===== src/rtl/riscv_mmio_pkg.sv =====
// Shared register-map offsets, CTRL bit positions and access-size encodings
// for the riscv MMIO peripherals.
package riscv_mmio_pkg;

  localparam logic [1:0] OFS_CTRL     = 2'd0;
  localparam logic [1:0] OFS_MTIME    = 2'd1;
  localparam logic [1:0] OFS_MTIMECMP = 2'd2;
  localparam logic [1:0] OFS_CONSOLE  = 2'd3;

  localparam int unsigned CTRL_TMR_EN  = 0;
  localparam int unsigned CTRL_IRQ_EN  = 1;
  localparam int unsigned CTRL_CLR_IRQ = 2;
  localparam int unsigned CTRL_CLR_OVF = 3;

  localparam logic [1:0] SZ_BYTE = 2'd0;
  localparam logic [1:0] SZ_HALF = 2'd1;
  localparam logic [1:0] SZ_WORD = 2'd2;

endpackage


===== src/rtl/riscv_sync_fifo.sv =====
// Synchronous circular FIFO. A push into a full FIFO is accepted only when a pop
// happens in the same cycle; otherwise it is dropped and flagged on drop_o.
module riscv_sync_fifo #(
  parameter int unsigned WIDTH = 8,
  parameter int unsigned DEPTH = 8
) (
  input  logic                     clk_i,
  input  logic                     reset_i,
  input  logic                     push_i,
  input  logic [WIDTH-1:0]         wdata_i,
  input  logic                     pop_i,
  output logic [WIDTH-1:0]         rdata_o,
  output logic                     full_o,
  output logic                     empty_o,
  output logic                     drop_o,
  output logic [$clog2(DEPTH):0]   count_o
);

  localparam int unsigned AW = $clog2(DEPTH);

  logic [WIDTH-1:0] mem_q [DEPTH];
  logic [AW-1:0]    wr_ptr_q, rd_ptr_q;
  logic [AW:0]      count_q;
  logic             do_pop, do_push;

  assign empty_o = (count_q == '0);
  assign full_o  = (count_q == (AW + 1)'(DEPTH));
  assign do_pop  = pop_i & ~empty_o;
  assign do_push = push_i & (~full_o | do_pop);
  assign drop_o  = push_i & ~do_push;
  assign count_o = count_q;
  // Storage is not reset, so mask the head while empty to keep the output clean.
  assign rdata_o = empty_o ? '0 : mem_q[rd_ptr_q];

  always_ff @(posedge clk_i) begin
    if (!reset_i) begin
      wr_ptr_q <= '0;
      rd_ptr_q <= '0;
      count_q  <= '0;
    end else begin
      if (do_push) begin
        mem_q[wr_ptr_q] <= wdata_i;
        wr_ptr_q        <= wr_ptr_q + 1'b1;
      end
      if (do_pop) begin
        rd_ptr_q <= rd_ptr_q + 1'b1;
      end
      if (do_push && !do_pop) begin
        count_q <= count_q + 1'b1;
      end else if (do_pop && !do_push) begin
        count_q <= count_q - 1'b1;
      end
    end
  end

endmodule


===== src/rtl/riscv_mmio_timer_console.sv =====
// Data-bus MMIO responder: machine timer with compare interrupt and a console
// TX FIFO drained over a valid/ready byte stream.
module riscv_mmio_timer_console
  import riscv_mmio_pkg::*;
#(
  parameter logic [31:0] BASE_ADDR  = 32'h8000_0000,
  parameter int unsigned FIFO_DEPTH = 8
) (
  input  logic        clk_i,
  input  logic        reset_i,
  input  logic [31:0] daddr_i,
  input  logic [31:0] dwdata_i,
  input  logic [1:0]  dsize_i,
  input  logic        drd_i,
  input  logic        dwr_i,
  output logic [31:0] drdata_o,
  output logic        rd_hit_o,
  output logic        irq_o,
  output logic [7:0]  tx_data_o,
  output logic        tx_valid_o,
  input  logic        tx_ready_i
);

  localparam int unsigned CW = $clog2(FIFO_DEPTH) + 1;

  logic        sel, wr_word, ctrl_wr, console_wr, rd_en;
  logic [1:0]  ofs;
  logic        tmr_en_q, irq_en_q, irq_pend_q, ovf_q;
  logic [31:0] mtime_q, mtimecmp_q, mtime_d, rd_val, drdata_q;
  logic        rd_hit_q, irq_set, irq_clr, ovf_set, ovf_clr;
  logic        fifo_full, fifo_empty, fifo_drop, pop;
  logic [CW-1:0] fifo_count;

  assign sel        = (daddr_i[31:4] == BASE_ADDR[31:4]);
  assign ofs        = daddr_i[3:2];
  assign wr_word    = dwr_i & sel & (dsize_i == SZ_WORD);
  assign ctrl_wr    = wr_word & (ofs == OFS_CTRL);
  assign console_wr = dwr_i & sel & (ofs == OFS_CONSOLE);
  assign rd_en      = drd_i & sel;

  assign pop     = tx_valid_o & tx_ready_i;
  assign irq_set = tmr_en_q & (mtime_q == mtimecmp_q);
  assign irq_clr = ctrl_wr & dwdata_i[CTRL_CLR_IRQ];
  assign ovf_set = fifo_drop;
  assign ovf_clr = ctrl_wr & dwdata_i[CTRL_CLR_OVF];

  always_comb begin
    mtime_d = mtime_q;
    if (wr_word && ofs == OFS_MTIME) begin
      mtime_d = dwdata_i;
    end else if (tmr_en_q) begin
      mtime_d = mtime_q + 32'd1;
    end
  end

  always_comb begin
    rd_val = '0;
    unique case (ofs)
      OFS_CTRL:     rd_val = {30'b0, irq_en_q, tmr_en_q};
      OFS_MTIME:    rd_val = mtime_q;
      OFS_MTIMECMP: rd_val = mtimecmp_q;
      OFS_CONSOLE:  rd_val = {16'b0, 8'(fifo_count), 4'b0, ovf_q, fifo_full, fifo_empty,
                              irq_pend_q};
      default:      rd_val = '0;
    endcase
  end

  always_ff @(posedge clk_i) begin
    if (!reset_i) begin
      tmr_en_q   <= 1'b0;
      irq_en_q   <= 1'b0;
      irq_pend_q <= 1'b0;
      ovf_q      <= 1'b0;
      mtime_q    <= '0;
      mtimecmp_q <= '0;
      drdata_q   <= '0;
      rd_hit_q   <= 1'b0;
    end else begin
      if (ctrl_wr) begin
        tmr_en_q <= dwdata_i[CTRL_TMR_EN];
        irq_en_q <= dwdata_i[CTRL_IRQ_EN];
      end
      if (wr_word && ofs == OFS_MTIMECMP) begin
        mtimecmp_q <= dwdata_i;
      end
      mtime_q    <= mtime_d;
      // Sticky flags: a set in the same cycle as a clear takes priority.
      irq_pend_q <= irq_set | (irq_pend_q & ~irq_clr);
      ovf_q      <= ovf_set | (ovf_q & ~ovf_clr);
      drdata_q   <= rd_en ? rd_val : '0;
      rd_hit_q   <= rd_en;
    end
  end

  assign drdata_o   = drdata_q;
  assign rd_hit_o   = rd_hit_q;
  assign irq_o      = irq_pend_q & irq_en_q;
  assign tx_valid_o = ~fifo_empty;

  riscv_sync_fifo #(
    .WIDTH (8),
    .DEPTH (FIFO_DEPTH)
  ) u_tx_fifo (
    .clk_i   (clk_i),
    .reset_i (reset_i),
    .push_i  (console_wr),
    .wdata_i (dwdata_i[7:0]),
    .pop_i   (pop),
    .rdata_o (tx_data_o),
    .full_o  (fifo_full),
    .empty_o (fifo_empty),
    .drop_o  (fifo_drop),
    .count_o (fifo_count)
  );

endmodule

===== config.mk =====
export PLATFORM = sky130hd
export DESIGN_NAME = riscv_mmio_timer_console
export DESIGN_NICKNAME = d
export VERILOG_FILES = /design/src/rtl/riscv_mmio_pkg.sv /design/src/rtl/riscv_sync_fifo.sv /design/src/rtl/riscv_mmio_timer_console.sv
export SDC_FILE = /design/constraint.sdc
export NUM_CORES = 1
export LEC_CHECK = 0
export BUFFER_PORTS_ARGS = -buffer_cell sky130_fd_sc_hd__buf_2
export CORE_ASPECT_RATIO = 0.5
export CORE_UTILIZATION = 40
export DETAILED_ROUTE_END_ITERATION = 6
export SLEW_MARGIN = 40
export SYNTH_ARGS = -nofsm -noshare
export SYNTH_HDL_FRONTEND = slang
export SYNTH_SLANG_ARGS = --single-unit

===== constraint.sdc =====
create_clock -name clk_i -period 4 [get_ports clk_i]
set_clock_uncertainty 0.05 [all_clocks]
set_input_delay 0.2 -clock clk_i [delete_from_list [all_inputs] [get_ports clk_i]]
set_output_delay 0.2 -clock clk_i [all_outputs]
set_load 0.05 [all_outputs]

### Word-level counts from Yosys, hierarchy flattened

Memory sizes are Yosys's and may differ from the RTL's. A register that Yosys moved wholly into a read port is not among the register bits.
Index checks and enable logic that the tools add are counted.

* flip-flop bits (word level): 111
* bits in writable memories: 64
* memories kept: 1

Memories
* u_tx_fifo.mem_q: words 8, width 8, rd ports 1, clocked after Yosys merged registers in 1, wr ports 1, RTL line riscv_sync_fifo.sv:21 `logic [WIDTH-1:0] mem_q [DEPTH];`

* equal/unequal tests: 7
* reduce and logical (&&, ||, !) cells: 11
* mux-type cells: 11
* $add $sub $neg: 5
* bitwise logic cells: 23

Operators with widths (count)
* 32-bit case mux with 4 select lines: 1
* 32-bit two-way mux: 2
* 32-bit by 1-bit adder with 32-bit output, second input constant: 1
* 32-bit == test: 1
* 28-bit == test, second input constant: 1
* 1-bit bitwise AND: 15
* 4-bit two-way mux: 2
* 8-bit two-way mux: 1
* 3-bit by 1-bit adder with 3-bit output, second input constant: 2
* 2-bit == test, second input constant: 3
* 3-bit two-way mux: 2
* 1-bit NOT: 5
* 4-bit by 1-bit adder with 4-bit output, second input constant: 1
* 4-bit == test, second input constant: 1
* 1-bit logical AND: 4
* 4-bit zero test: 1
* 2-bit nonzero test: 2
* 4-bit by 1-bit subtractor with 4-bit output, second input constant: 1
* 1-bit two-way mux: 3
* 1-bit OR: 3
* 2-bit by 1-bit == test with 1-bit output, second input constant: 1
* 1-bit zero test: 2
* 2-bit zero test: 1
* 2-bit AND reduction: 1

### Logic depth before layout (Yosys ltp)

* depth after elaboration: 10
* gate-level depth with buffers: 11
* gate-level depth less buffers: 11

### Modules after synthesis

Synthesis repeated with hierarchy kept, for this count alone.

* cell total of the unflattened synthesis: 687
* area total of the unflattened synthesis: 7878.8 um^2

By module, submodules not included
* riscv_mmio_timer_console: area each 4764.6 um^2, instances 1, cells an instance 512
* riscv_sync_fifo: area each 3114.2 um^2, instances 1, cells an instance 175

### Worst setup path before layout

Ideal clock, no wire load.

* path type: flip-flop to flip-flop
* start: register u_tx_fifo.count_q[0] (netlist: u_tx_fifo.count_o[0])
* end: register u_tx_fifo.count_q[3] (netlist: u_tx_fifo.count_o[3])
* slack: 0.900 ns
* path buffers: 0
* stages on the path, launching flop included: 12
* data required time: 3.874 ns
* setup time: 0.076 ns
* arrival: 2.975 ns
* path through: dfxtp_1 nor4_2 inv_1 nand2_1 ha_1 inv_1 ha_1 a21o_1 a21oi_1 xnor2_1 or3_1 a21boi_0

* word-level cells in the longest chain between the ends: 9

Ends and longest elaborated chain
* from (decl): RTL line riscv_sync_fifo.sv:23 `logic [AW:0] count_q;`
* from (signal assigned): RTL line riscv_sync_fifo.sv:49 `count_q <= count_q + 1'b1;`
* from (signal assigned): RTL line riscv_sync_fifo.sv:51 `count_q <= count_q - 1'b1;`
* 4-bit zero test (*): RTL line riscv_sync_fifo.sv:26 `assign empty_o = (count_q == '0);`
* 1-bit NOT (*): RTL line riscv_mmio_timer_console.sv:98 `assign tx_valid_o = ~fifo_empty;`
* via tx_valid_o: RTL line riscv_mmio_timer_console.sv:20 `output logic tx_valid_o,`
* 1-bit bitwise AND: RTL line riscv_mmio_timer_console.sv:41 `assign pop = tx_valid_o & tx_ready_i;`
* 1-bit bitwise AND (*): RTL line riscv_sync_fifo.sv:28 `assign do_pop = pop_i & ~empty_o;`
* 1-bit OR: RTL line riscv_sync_fifo.sv:29 `assign do_push = push_i & (~full_o | do_pop);`
* 1-bit bitwise AND: RTL line riscv_sync_fifo.sv:29
* 1-bit zero test: RTL line riscv_sync_fifo.sv:50 `end else if (do_pop && !do_push) begin`
* 1-bit logical AND: RTL line riscv_sync_fifo.sv:50
* 2-bit nonzero test (no source line)

Mark *: on every way through the listed nets, which the timed path passes. The rest lies on a longest branch. The select of a mux whose other input is x is not followed.
A chain may end at the register's enable or synchronous reset.

### Worst setup path after layout

* start: register u_tx_fifo.count_q[0] (netlist: u_tx_fifo.count_o[0])
* end: register u_tx_fifo.count_q[3] (netlist: u_tx_fifo.count_o[3])

* word-level cells in the longest chain between the ends: 9

Ends and longest elaborated chain (RTL line)
* 4-bit zero test: riscv_sync_fifo.sv:26
* 1-bit NOT: riscv_sync_fifo.sv:28, riscv_mmio_timer_console.sv:98
* 1-bit bitwise AND: riscv_mmio_timer_console.sv:41
* 1-bit bitwise AND: riscv_sync_fifo.sv:28
* 1-bit OR: riscv_sync_fifo.sv:29
* 1-bit bitwise AND: riscv_sync_fifo.sv:29
* 1-bit zero test: riscv_sync_fifo.sv:50
* 1-bit logical AND: riscv_sync_fifo.sv:50
* 2-bit nonzero test (no source line)

Several ways; a longest one is shown, not always the timed one. The select of a mux whose other input is x is not followed.

==> impl_metrics.yaml <==
layout:
  num_antenna_cells: 0
  layout.cells.most_common_list: "113 x dfxtp_1, 111 x buf_2, 90 x nand2_1, 64 x edfxtp_1, 47 x xor2_1"
  area_delta_synth_final_pct: 20.9
  final_core_util_pct: 50.2
  layout-drive-gt1-share_pct: 22.9
  final_common_cell: "dfxtp_1"
  fill_cells: 1741
  final_cell_count_no_fill: 1107
  fin_nets: 913
logic_synthesis:
  synth_flop_cell: "dfxtp_1"
  synth_async_sr_flop_share_pct: 0
  netlist_area_sq_mm: 0.00779
  syn_nets: 790
  synth_top_family_by_area: "simple AND/OR/NAND/NOR gates"
  syn_area_per_cell_sq_um: 10.9
  synth_simple_gate_area_share_pct: 15.7
  yosysSeqAreaShare_pct: 54.0
  synth_compound_area_share_pct: 11.0
  synth_mux_area_share_pct: 7.87
  synth_edf_count: 64
  yosys.area.top_type: "dfxtp_1"
  synth_seq_cells: 178
  yosysWarnings: 0
  synth_fa_ha_area_share_pct: 1.22
  netlist.area_leader.share_pct: 29.3
  netlist_instances: 712
  synthTopCellsByArea: "dfxtp_1 29%, edfxtp_1 25%, xor2_1 5.3%"
  synth_xor_area_share_pct: 7.65
  synth_cell_type_count: 43
route:
  dr.pass1.iters: 4
  routed-via-count: 5723
  routed_wl_um: 19200
  wire_per_inst_um: 17.3
  drt-initial-drc-count: 427
  ant_nets: 0
  drc_errors: 0
  viasPerCell: 5.17
global_routing:
  grt_antenna_before_repair: 0
  grt.total_usage_pct: 20.4
  grt_pass1_wl_um: 30500
  grt_overflow_total: 0
  grt_pass1_vias: 5536
  grt_max_degree: 65
setup_path:
  cp-start-kind: "flip-flop"
  endpoint_kind: "flip-flop"
  critical_path_peak_fanout: 6
  timing.critical_path.mode_cell: "ha_1"
  cpPeakStageDelay_ps: 520
  critPathRequiredTime_ps: 4310
  crit_type: "flip-flop to flip-flop"
  path_cells: "nor4b_1 -> nor2b_1 -> nor4_4 -> ha_1 -> inv_1 -> ha_1 -> a21o_1 -> a21oi_1 -> xnor2_1 -> or3_1 -> a21boi_0"
  worst-endpoint-arrival_ps: 3300
  worst_path_max_delay_cell: "nor4b_1"
placement:
  dp_hpwl_um: 12500
  gp_congestion: 0.768
  placed_cells: 1051
  port_buffers: 111
clocking:
  ctsResizeCount: 0
  cts_root_buf: "clkbuf_16"
  clock_sinks: 178
  postCtsSetupRepairBufs: 0
  clk_pin_slew_ps: 70
  cts.htree.levels: 4
  clk_latency_ps: 440
  cts_tree: "yes"
  cts_made_buffers: 17
  cts_buffer_depth: 2
sta:
  setup_viol: 0
  hold_violations: 0
  fin_crit_sh_pct: 74.7
  relSlewSlack_pct: 44.4
  tightest_slew_ps: 830
  rsz0062_at_grt: "no"
  slew_viol_final: 0
  fin_setup_tns_ps: 0
  min_period_ps: 2990
  fmaxAchievable_mhz: 335
floorplanning:
  coreArea_sq_mm: 0.0187
  die-height_um: 101
  fp-row-count: 35
  die-area_sq_mm: 0.0201
  die_width_um: 199
  ios: 114
  initial_core_util_pct: 41.5
run:
  cap_violations: 0
worst_hold_path:
  hp-class: "input port to flip-flop"
status:
  status: "completed"
power_and_ir_drop:
  total_power_mw: 3.58
  vdd_drop_max_uv: 320
  p_leak_nw: 3.63
  power_density_mw_per_mm2: 380
state kept, by name, indices dropped and copies added (netlist names), 3 cells and up, named ones only:
| register | count |
|---|---|
| drdata_o | 32 |
| mtime_q | 32 |
| mtimecmp_q | 32 |
| u_tx_fifo.count_o | 4 |
| u_tx_fifo.mem_q | 64 |
| u_tx_fifo.rd_ptr_q | 3 |
| u_tx_fifo.wr_ptr_q | 3 |
what timing repair did:
item                       in CTS  in global routing
hold endpoints to repair       26                  0
setup endpoints to repair       0                  0
hold buffers                   24                  0
metal layers:
metal | vias up | part of all wire [%] | wire length (um) | track usage [%]
li1 | 2808 | - | - | -
met1 | 2783 | 49 | 9420 | 28.4
met2 | 103 | 45 | 8690 | 31.9
met3 | 29 | 3.4 | 651 | 3.18
met4 | 0 | 2.1 | 396 | 8.05
met5 | - | 0 | 0 | 0
area by class of cell:
cell class / instances / area (sq um) / area share (%)
well taps: 259 / 324 / 3.44
clock buffers: 18 / 430 / 4.57
repair buffers: 151 / 916 / 9.73
flip-flops and latches: 178 / 4210 / 44.7
inverters: 4 / 15.0 / 0.160
multi-input cells: 483 / 3400 / 36.2
clock inverters: 14 / 118 / 1.25
Yosys cell counts, drive strengths merged (8+ instances only):
master  count
edfxtp     64
a21oi      24
xor2       47
o211a      10
a21boi     36
nor2b       9
nor2       47
nor4       12
xnor2      21
mux4       18
and3       10
and4        8
mux2i      14
and2       10
o21ai      24
nand3      12
nand2      90
a22oi      30
dfxtp     114
nand4      21
nor3        9
clkbuf     40
worst max-delay path: cells and delay by family (launching register included):
| kind | cells | cell delay, ps |
|---|---|---|
| xor gates and xnor gates | 1 | 90 |
| and+or+nand+nor | 4 | 1280 |
| DFF | 1 | 380 |
| AOI/OAI and AO/OA | 3 | 530 |
| adders and majority gates | 2 | 460 |
| buffers and inverters | 1 | 120 |
logic make-up after synthesis:
| kind of cell | Yosys count |
|---|---|
| and+or+nand+nor | 243 |
| DFF | 178 |
| muxes | 38 |
| adders and majority gates | 7 |
| buffers and inverters | 51 |
| AOI/OAI and AO/OA | 127 |
| xor gates and xnor gates | 68 |
report_power, final:
part / switching [mW] / internal (mW) / leakage, nW / total [mW]
clock network: 0.770 / 0.820 / 0.281 / 1.59
registers: 0.000000000394 / 1.87 / 1.49 / 1.87
logic: 0.0626 / 0.0529 / 1.86 / 0.115
stage by stage:
stage / setup WS (ps) / instance area [sq um] / hold slack [ps]
2_1_floorplan: 900 / 7790 / 249
3_3_place_gp: 710 / 8610 / 413
3_5_place_dp: 619 / 8620 / 422
4_1_cts: 1040 / 9410 / 0.372
5_1_grt: 695 / 9410 / 32.3
6_report: 1010 / 9410 / 19.7
worst paths after layout:
path | slack [ps] | cells past startpoint | end | start
setup / recovery | 1010 | 11 | u_tx_fifo.count_o[3]$_SDFFE_PN0P_ | u_tx_fifo.count_o[0]$_SDFFE_PN0P_
setup reg to reg | 1010 | 11 | u_tx_fifo.count_o[3]$_SDFFE_PN0P_ | u_tx_fifo.count_o[0]$_SDFFE_PN0P_
hold / removal | 20 | 1 | u_tx_fifo.mem_q[7][6]$_DFFE_PP_ | dwdata_i[6]
hold reg to reg | 440 | 2 | mtimecmp_q[4]$_SDFFE_PN0P_ | mtimecmp_q[4]$_SDFFE_PN0P_
Note: power is estimated with default switching activity, not from simulation.
